**src/rtl/afifo_wr_burst_gen_pkg.sv**
```systemverilog
// Shared types for the async FIFO write-side burst engine and pattern generators.
package afifo_wr_burst_gen_pkg;

   typedef enum logic [1:0] {
      AFIFO_MODE_INC,
      AFIFO_MODE_CONST,
      AFIFO_MODE_LFSR,
      AFIFO_MODE_WALK1
   } afifo_mode_e;

   typedef enum logic [1:0] {
      WGEN_IDLE,
      WGEN_WRITE,
      WGEN_GAP,
      WGEN_FIN
   } afifo_wgen_state_e;

   localparam logic [31:0] AFIFO_LFSR_TAPS_32 = 32'h8020_0003;

endpackage

```
**src/rtl/afifo_wr_burst_gen_if.sv**
```systemverilog
// Command, FIFO write port and status bundle of the write-side burst engine.
interface afifo_wr_burst_gen_if #(
   parameter int unsigned DATA_WIDTH = 32,
   parameter int unsigned LEN_WIDTH  = 16,
   parameter int unsigned GAP_WIDTH  = 8,
   parameter int unsigned CNT_WIDTH  = 32
);
   logic                  cmd_valid;
   logic                  cmd_ready;
   logic [DATA_WIDTH-1:0] cmd_data;
   logic [LEN_WIDTH-1:0]  cmd_len;
   logic [1:0]            cmd_mode;
   logic [GAP_WIDTH-1:0]  cmd_gap;
   logic                  abort;
   logic                  wfull;
   logic                  winc;
   logic [DATA_WIDTH-1:0] wdata;
   logic                  busy;
   logic                  done;
   logic                  aborted;
   logic [CNT_WIDTH-1:0]  wr_cnt;
   logic [CNT_WIDTH-1:0]  stall_cnt;

   modport master (
      output cmd_valid, cmd_data, cmd_len, cmd_mode, cmd_gap, abort, wfull,
      input  cmd_ready, winc, wdata, busy, done, aborted, wr_cnt, stall_cnt
   );

   modport slave (
      input  cmd_valid, cmd_data, cmd_len, cmd_mode, cmd_gap, abort, wfull,
      output cmd_ready, winc, wdata, busy, done, aborted, wr_cnt, stall_cnt
   );
endinterface

```
**src/rtl/afifo_wr_burst_gen_pattern_next.sv**
```systemverilog
// Next data value for each burst pattern; shared by writer and future read-side checker.
module afifo_pattern_next
   import afifo_wr_burst_gen_pkg::*;
#(
   parameter int unsigned DATA_WIDTH = 32,
   parameter logic [31:0] LFSR_TAPS  = AFIFO_LFSR_TAPS_32
) (
   input  afifo_mode_e           mode_i,
   input  logic [DATA_WIDTH-1:0] data_i,
   output logic [DATA_WIDTH-1:0] next_o
);
   localparam logic [DATA_WIDTH-1:0] TAPS = DATA_WIDTH'(LFSR_TAPS);

   always_comb begin
      next_o = data_i;
      unique case (mode_i)
         AFIFO_MODE_INC:   next_o = data_i + DATA_WIDTH'(1);
         AFIFO_MODE_CONST: next_o = data_i;
         AFIFO_MODE_LFSR:  next_o = (data_i >> 1) ^ (data_i[0] ? TAPS : '0);
         AFIFO_MODE_WALK1: next_o = {data_i[DATA_WIDTH-2:0], data_i[DATA_WIDTH-1]};
         default:          next_o = data_i;
      endcase
   end
endmodule

```
**src/rtl/afifo_wr_burst_gen.sv**
```systemverilog
// Write-clock burst engine: turns burst commands into winc/wdata without overflowing the FIFO.
module afifo_wr_burst_gen
   import afifo_wr_burst_gen_pkg::*;
#(
   parameter int unsigned DATA_WIDTH = 32,
   parameter int unsigned LEN_WIDTH  = 16,
   parameter int unsigned GAP_WIDTH  = 8,
   parameter int unsigned CNT_WIDTH  = 32,
   parameter logic [31:0] LFSR_TAPS  = AFIFO_LFSR_TAPS_32
) (
   input logic                 wclk,
   input logic                 wrst,
   afifo_wr_burst_gen_if.slave bus
);
   afifo_wgen_state_e     state_q, state_d;
   afifo_mode_e           mode_q, mode_d;
   logic [LEN_WIDTH-1:0]  remaining_q, remaining_d;
   logic [GAP_WIDTH-1:0]  gap_cfg_q, gap_cfg_d;
   logic [GAP_WIDTH-1:0]  gap_cnt_q, gap_cnt_d;
   logic [DATA_WIDTH-1:0] wdata_q, wdata_d;
   logic                  aborted_q, aborted_d;
   logic [CNT_WIDTH-1:0]  wr_cnt_q, wr_cnt_d;
   logic [CNT_WIDTH-1:0]  stall_cnt_q, stall_cnt_d;
   logic [DATA_WIDTH-1:0] wdata_next;
   logic [DATA_WIDTH-1:0] start_val;
   afifo_mode_e           cmd_mode;
   logic                  winc;

   afifo_pattern_next #(
      .DATA_WIDTH (DATA_WIDTH),
      .LFSR_TAPS  (LFSR_TAPS)
   ) u_pattern_next (
      .mode_i (mode_q),
      .data_i (wdata_q),
      .next_o (wdata_next)
   );

   assign cmd_mode = afifo_mode_e'(bus.cmd_mode);
   // Write enable is combinational on wfull so a full FIFO is never written.
   assign winc = (state_q == WGEN_WRITE) && !bus.wfull;

   always_comb begin
      start_val = bus.cmd_data;
      if ((cmd_mode == AFIFO_MODE_LFSR || cmd_mode == AFIFO_MODE_WALK1) && bus.cmd_data == '0)
         start_val = DATA_WIDTH'(1);
   end

   always_comb begin
      state_d     = state_q;
      mode_d      = mode_q;
      remaining_d = remaining_q;
      gap_cfg_d   = gap_cfg_q;
      gap_cnt_d   = gap_cnt_q;
      wdata_d     = wdata_q;
      aborted_d   = aborted_q;
      wr_cnt_d    = wr_cnt_q;
      stall_cnt_d = stall_cnt_q;
      unique case (state_q)
         WGEN_IDLE: begin
            if (bus.cmd_valid) begin
               mode_d      = cmd_mode;
               gap_cfg_d   = bus.cmd_gap;
               remaining_d = bus.cmd_len;
               wdata_d     = start_val;
               aborted_d   = 1'b0;
               state_d     = (bus.cmd_len == '0) ? WGEN_FIN : WGEN_WRITE;
            end
         end
         WGEN_WRITE: begin
            if (winc) begin
               remaining_d = remaining_q - LEN_WIDTH'(1);
               wdata_d     = wdata_next;
               gap_cnt_d   = gap_cfg_q;
               if (wr_cnt_q != '1) wr_cnt_d = wr_cnt_q + CNT_WIDTH'(1);
               if (remaining_q == LEN_WIDTH'(1)) state_d = WGEN_FIN;
               else if (gap_cfg_q != '0)         state_d = WGEN_GAP;
            end else if (stall_cnt_q != '1) begin
               stall_cnt_d = stall_cnt_q + CNT_WIDTH'(1);
            end
            if (bus.abort) begin
               state_d   = WGEN_FIN;
               aborted_d = 1'b1;
            end
         end
         WGEN_GAP: begin
            gap_cnt_d = gap_cnt_q - GAP_WIDTH'(1);
            if (gap_cnt_q == GAP_WIDTH'(1)) state_d = WGEN_WRITE;
            if (bus.abort) begin
               state_d   = WGEN_FIN;
               aborted_d = 1'b1;
            end
         end
         WGEN_FIN: state_d = WGEN_IDLE;
         default:  state_d = WGEN_IDLE;
      endcase
   end

   always_ff @(posedge wclk) begin
      if (wrst) begin
         state_q     <= WGEN_IDLE;
         mode_q      <= AFIFO_MODE_INC;
         remaining_q <= '0;
         gap_cfg_q   <= '0;
         gap_cnt_q   <= '0;
         wdata_q     <= '0;
         aborted_q   <= 1'b0;
         wr_cnt_q    <= '0;
         stall_cnt_q <= '0;
      end else begin
         state_q     <= state_d;
         mode_q      <= mode_d;
         remaining_q <= remaining_d;
         gap_cfg_q   <= gap_cfg_d;
         gap_cnt_q   <= gap_cnt_d;
         wdata_q     <= wdata_d;
         aborted_q   <= aborted_d;
         wr_cnt_q    <= wr_cnt_d;
         stall_cnt_q <= stall_cnt_d;
      end
   end

   assign bus.cmd_ready = (state_q == WGEN_IDLE);
   assign bus.busy      = (state_q != WGEN_IDLE);
   assign bus.done      = (state_q == WGEN_FIN);
   assign bus.winc      = winc;
   assign bus.wdata     = wdata_q;
   assign bus.aborted   = aborted_q;
   assign bus.wr_cnt    = wr_cnt_q;
   assign bus.stall_cnt = stall_cnt_q;
endmodule

```
**src/flat_wrapper.sv**
```systemverilog
// flat-port wrapper written by rule: the top's interface ports become plain ports
module afifo_wr_burst_gen_flat import afifo_wr_burst_gen_pkg::*;
#(
   parameter int unsigned DATA_WIDTH = 32,
   parameter int unsigned LEN_WIDTH  = 16,
   parameter int unsigned GAP_WIDTH  = 8,
   parameter int unsigned CNT_WIDTH  = 32,
   parameter logic [31:0] LFSR_TAPS  = AFIFO_LFSR_TAPS_32
)
  (wclk, wrst, bus_cmd_valid, bus_cmd_data, bus_cmd_len, bus_cmd_mode, bus_cmd_gap, bus_abort, bus_wfull, bus_cmd_ready, bus_winc, bus_wdata, bus_busy, bus_done, bus_aborted, bus_wr_cnt, bus_stall_cnt);
  afifo_wr_burst_gen_if #(.DATA_WIDTH(DATA_WIDTH), .LEN_WIDTH(LEN_WIDTH), .GAP_WIDTH(GAP_WIDTH), .CNT_WIDTH(CNT_WIDTH)) bus_i ();
  input logic wclk;
  input logic wrst;
  input wire logic [$bits(bus_i.cmd_valid)-1:0] bus_cmd_valid;
  input wire logic [$bits(bus_i.cmd_data)-1:0] bus_cmd_data;
  input wire logic [$bits(bus_i.cmd_len)-1:0] bus_cmd_len;
  input wire logic [$bits(bus_i.cmd_mode)-1:0] bus_cmd_mode;
  input wire logic [$bits(bus_i.cmd_gap)-1:0] bus_cmd_gap;
  input wire logic [$bits(bus_i.abort)-1:0] bus_abort;
  input wire logic [$bits(bus_i.wfull)-1:0] bus_wfull;
  output wire logic [$bits(bus_i.cmd_ready)-1:0] bus_cmd_ready;
  output wire logic [$bits(bus_i.winc)-1:0] bus_winc;
  output wire logic [$bits(bus_i.wdata)-1:0] bus_wdata;
  output wire logic [$bits(bus_i.busy)-1:0] bus_busy;
  output wire logic [$bits(bus_i.done)-1:0] bus_done;
  output wire logic [$bits(bus_i.aborted)-1:0] bus_aborted;
  output wire logic [$bits(bus_i.wr_cnt)-1:0] bus_wr_cnt;
  output wire logic [$bits(bus_i.stall_cnt)-1:0] bus_stall_cnt;
  assign bus_i.cmd_valid = bus_cmd_valid;
  assign bus_i.cmd_data = bus_cmd_data;
  assign bus_i.cmd_len = bus_cmd_len;
  assign bus_i.cmd_mode = bus_cmd_mode;
  assign bus_i.cmd_gap = bus_cmd_gap;
  assign bus_i.abort = bus_abort;
  assign bus_i.wfull = bus_wfull;
  assign bus_cmd_ready = bus_i.cmd_ready;
  assign bus_winc = bus_i.winc;
  assign bus_wdata = bus_i.wdata;
  assign bus_busy = bus_i.busy;
  assign bus_done = bus_i.done;
  assign bus_aborted = bus_i.aborted;
  assign bus_wr_cnt = bus_i.wr_cnt;
  assign bus_stall_cnt = bus_i.stall_cnt;
  afifo_wr_burst_gen #(.DATA_WIDTH(DATA_WIDTH), .LEN_WIDTH(LEN_WIDTH), .GAP_WIDTH(GAP_WIDTH), .CNT_WIDTH(CNT_WIDTH), .LFSR_TAPS(LFSR_TAPS)) u_core (.wclk(wclk), .wrst(wrst), .bus(bus_i));
endmodule
```
**config.mk**
```make
export PLATFORM = sky130hd
export DESIGN_NAME = afifo_wr_burst_gen_flat
export DESIGN_NICKNAME = d
export VERILOG_FILES = /design/src/rtl/afifo_wr_burst_gen_pkg.sv /design/src/rtl/afifo_wr_burst_gen_if.sv /design/src/rtl/afifo_wr_burst_gen_pattern_next.sv /design/src/rtl/afifo_wr_burst_gen.sv /design/src/flat_wrapper.sv
export SDC_FILE = /design/constraint.sdc
export NUM_CORES = 1
export LEC_CHECK = 0
export CAP_MARGIN = 5
export CORE_ASPECT_RATIO = 2
export CORE_MARGIN = 2
export CORE_UTILIZATION = 30
export DETAILED_ROUTE_END_ITERATION = 7
export GPL_ROUTABILITY_DRIVEN = 0
export HOLD_SLACK_MARGIN = 0.03
export SYNTH_ARGS = -nofsm -noshare
export SYNTH_HDL_FRONTEND = slang
export SYNTH_SLANG_ARGS = --single-unit
```
**constraint.sdc**
```tcl
create_clock -name wclk -period 3.3 [get_ports wclk]
set_clock_uncertainty 0.2 [all_clocks]
set_input_delay 0.66 -clock wclk [delete_from_list [all_inputs] [get_ports wclk]]
set_output_delay 0.66 -clock wclk [all_outputs]
set_load 0.02 [all_outputs]
```
==> results.py <==
metrics = {
    "timing": {
        "tns_ns": 0,
        "min_period_ns": 3.02,
        "fin_ws_ns": 0.283,
        "hold_viol": 0,
        "rsz0062_at_grt": "false",
        "slew_viol_final": 0,
        "tightestPinTransition_ns": 1.03,
        "final-setup-viol-count": 0,
        "max_freq_ghz": 0.331,
        "min_period_over_period_pct": 91.4,
        "slew_headroom_pct": 31.5,
    },
    "yosys": {
        "synth-simple-area-share_pct": 28.1,
        "synth_fa_ha_area_share_pct": 1.67,
        "syn_avg_cell_area_um2": 7.69,
        "netlist_area_um2": 8220,
        "synth_compound_area_share_pct": 25.6,
        "synth_xor_area_share_pct": 1.60,
        "yosysUniqueCellTypes": 74,
        "synth_top_family_by_area": "simple AND/OR/NAND/NOR gates",
        "synth_largest_area_cell": "dfxtp_1",
        "netlist_instances": 1068,
        "synth_enable_flop_cells": 0,
        "syn_nets": 1142,
        "synth.area.mux_share_pct": 5.65,
        "ys_warn_count": 0,
        "synth_area_leaders": "dfxtp_1, a21oi_1, nand2_1, mux2i_1, o21ai_0",
        "ys_seq_elements": 133,
        "synth_top_area_share_pct": 32.4,
        "ys_seq_area_share_pct": 32.4,
        "ys.flop_type": "dfxtp_1",
        "async_flop_share_pct": 0,
    },
    "critical_path": {
        "arrival_ns": 2.16,
        "r2r-end": "u_core.bus.stall_cnt[3]",
        "worst-r2r-setup-slack_ns": 0.30,
        "cp_common_cell": "clkdlybuf4s50_1",
        "cp_slowest_cell": "clkdlybuf4s50_1",
        "path_depth": 4,
        "required_ns": 2.44,
        "startpoint_type": "input pin",
        "crit_chain": "clkdlybuf4s50_1 -> nor2_1 -> buf_4 -> clkdlybuf4s50_1",
        "ff2ff_path_depth": 7,
        "cp-endpoint": "bus_winc",
        "criticalPathCategory": "input pin to output pin",
        "critPathTopFamily": "buffers and inverters",
        "slowest_delay_ns": 0.62,
        "startpoint": "bus_wfull",
        "crit_path_max_fanout": 6,
        "critPathBufInv": 3,
        "worstSetupEndpointType": "output pin",
        "timing.rr.start": "u_core.bus.stall_cnt[1]",
    },
    "clock_network": {
        "cts_buffers": 17,
        "post_cts_buffers": 0,
        "cts_num_sinks": 133,
        "cts_tree": "done",
        "cts-resized-gates": 0,
        "hold_buffers": 0,
        "clk_root_buffer_cell": "clkbuf_16",
        "clk_pin_slew_worst_paths_ns": 0.06,
        "clk_latency_ns": 0.45,
        "cts_buffer_depth": 2,
        "htreeDepth": 4,
    },
    "worst_hold_path": {
        "hold_class": "flop to flop",
    },
    "global_route": {
        "grt_max_degree": 131,
        "antenna_found_initial": 0,
        "grt_util_all_layers_pct": 20.1,
        "grt_overflow_total": 0,
        "grt_pass1_wl_mm": 45.7,
        "grt_pass1_vias": 8568,
    },
    "final_layout": {
        "fill_cells": 2811,
        "synthToLayoutAreaGrowth_pct": 32.0,
        "final_layout_size_suffix_gt1_share_pct": 7.76,
        "multi_input_area_um2": 5150,
        "num_antenna_cells": 0,
        "regArea_um2": 2660,
        "finish.utilization_pct": 40.3,
        "nNetsFinal": 1287,
    },
    "placed_design": {
        "hpwl_mm": 21.1,
        "dp_slack_ns": 0.270,
        "port_buffers": 163,
    },
    "pwr": {
        "p_comb_share_pct": 46.4,
        "cellPowerDensity_nw_per_um2": 755,
        "p_sw_share_pct": 43.5,
        "p_int_mw": 4.63,
        "leakagePower_nw": 3.49,
        "seqPwrFrac_pct": 30.1,
        "clock_power_share_pct": 23.6,
        "power_switching_mw": 3.57,
        "ir_drop_v": 0.000360,
    },
    "flow_run": {
        "maxCapViolations": 0,
    },
    "route": {
        "via_count": 8973,
        "first_iter_violations": 501,
        "wl_per_cell_um": 18.6,
        "drc_errors": 0,
        "final_antenna_net_count": 0,
        "routed_wl_mm": 29.3,
        "vias_per_cell": 5.70,
        "firstDrtPassIters": 5,
    },
    "die": {
        "design.core.area_um2": 26900,
        "ios": 164,
        "std_cell_rows": 85,
        "die_y_um": 238,
        "die_w_um": 121,
        "start_util_pct": 30.5,
        "die_area_um2": 28800,
    },
    "run_status": {
        "outcome": "finished, final reports clean",
    },
}
-- cell families (layout without fill, tap and decap cells) --
group	after synthesis	in the layout
xor gates and xnor gates	15	15
and+or+nand+nor	427	427
DFF	133	133
buffers and inverters	99	256
AOI/OAI and AO/OA	338	338
muxes	45	45
adders and majority gates	11	11
-- sequential cells by signal, indices dropped and copies added (netlist names) --
| name | flops |
|---|---|
| u_core.bus.wr_cnt | 32 |
| u_core.gap_cfg_q | 8 |
| u_core.gap_cnt_q | 8 |
| u_core.bus.aborted | 1 |
| u_core.bus.wdata | 32 |
| u_core.state_q | 2 |
| u_core.bus.stall_cnt | 32 |
| u_core.mode_q | 2 |
| u_core.remaining_q | 16 |
-- Yosys cell counts (7+ instances only) --
cell,instances
mux2i_1,34
o32ai_1,7
and3_1,14
o21ai_1,23
nor2b_1,10
a21oi_1,120
or3_1,37
o21ai_0,62
o31ai_1,12
xor2_1,8
nand3_1,35
a211oi_1,14
xnor2_1,7
ha_1,11
and4_1,10
nand2_1,101
o22ai_1,10
o211ai_1,8
a31oi_1,12
inv_1,26
and2_1,10
mux2_2,7
nor3_1,21
o2bb2ai_1,10
clkbuf_1,56
o21a_1,8
nor4_1,30
nor2_1,75
or4_1,18
nand4_1,35
dfxtp_1,133
buf_2,7
-- per-layer routing --
metal | vias to the layer above | wire length (um) | track usage, %
li1 | 4343 | - | -
met1 | 4284 | 10500 | 19.8
met2 | 280 | 16200 | 38.5
met3 | 66 | 1340 | 3.66
met4 | 0 | 1300 | 11.2
met5 | - | 0 | 0
-- worst min-delay path by stage --
stage | slack (ns) | end | from | cells after the start
final | 0.27 | u_core.gap_cfg_q[4] | u_core.gap_cfg_q[4] | 2
after global routing | 0.30 | u_core.gap_cfg_q[4] | u_core.gap_cfg_q[4] | 2
after CTS | 0.27 | u_core.gap_cfg_q[4] | u_core.gap_cfg_q[4] | 2
after detailed placement | 0.26 | u_core.gap_cfg_q[4] | u_core.gap_cfg_q[4] | 2
after global placement | 0.26 | u_core.gap_cfg_q[3] | u_core.gap_cfg_q[3] | 2
after floorplan | 0.24 | u_core.gap_cfg_q[5] | u_core.gap_cfg_q[5] | 2
-- power by group through the flow --
stage	clock network, mW	logic, mW	registers, mW
after floorplan	0	2.45	2.46
final	1.93	3.80	2.46
after CTS	1.97	3.80	2.45
after detailed placement	0	3.79	2.48
after global placement	0	3.75	2.48
after global routing	2.03	4.16	2.52
-- layout make-up --
type                            count  area share (%)
Inverter                           28           0.969
Clock buffer                       19            4.17
Tap cell                          348            4.01
Timing Repair Buffer              197            17.6
Sequential cell                   133            24.6
Multi-Input combinational cell    836            47.5
Clock inverter                     12            1.20
-- worst min-delay path, stage by stage (launching register included) --
cell and delay [ns]:
dfxtp_1 0.32, nand2_1 0.05, a21oi_1 0.05
-- per-stage QoR --
stage / hold slack, ns / std cells / total power, mW / instance area (um^2)
after floorplan: 0.241 / 1068 / 4.90 / 8220
after global placement: 0.260 / 1542 / 6.23 / 10300
after detailed placement: 0.265 / 1542 / 6.27 / 10300
after CTS: 0.274 / 1573 / 8.22 / 10800
after global routing: 0.296 / 1573 / 8.71 / 10800
final: 0.270 / 1573 / 8.20 / 10800
-- cells in the final DEF, fill, tap and decap left out, drive strengths merged, types with 8 or more instances in the layout --
master	instances
a21oi	120
o2bb2ai	10
xor2	8
clkinv	8
and3	14
o21ai	85
nand4	37
or4	19
nand3	35
a31oi	12
nand2	101
ha	11
nor3	21
and2	10
buf	35
mux2	11
dfxtp	133
or3	37
mux2i	34
o21a	8
clkdlybuf4s50	162
nor4	35
inv	28
nor2	76
nor2b	10
o211ai	8
and4	10
clkbuf	19
o22ai	10
o31ai	14
a211oi	14
No activity file was read; power rests on OpenSTA's default activity.
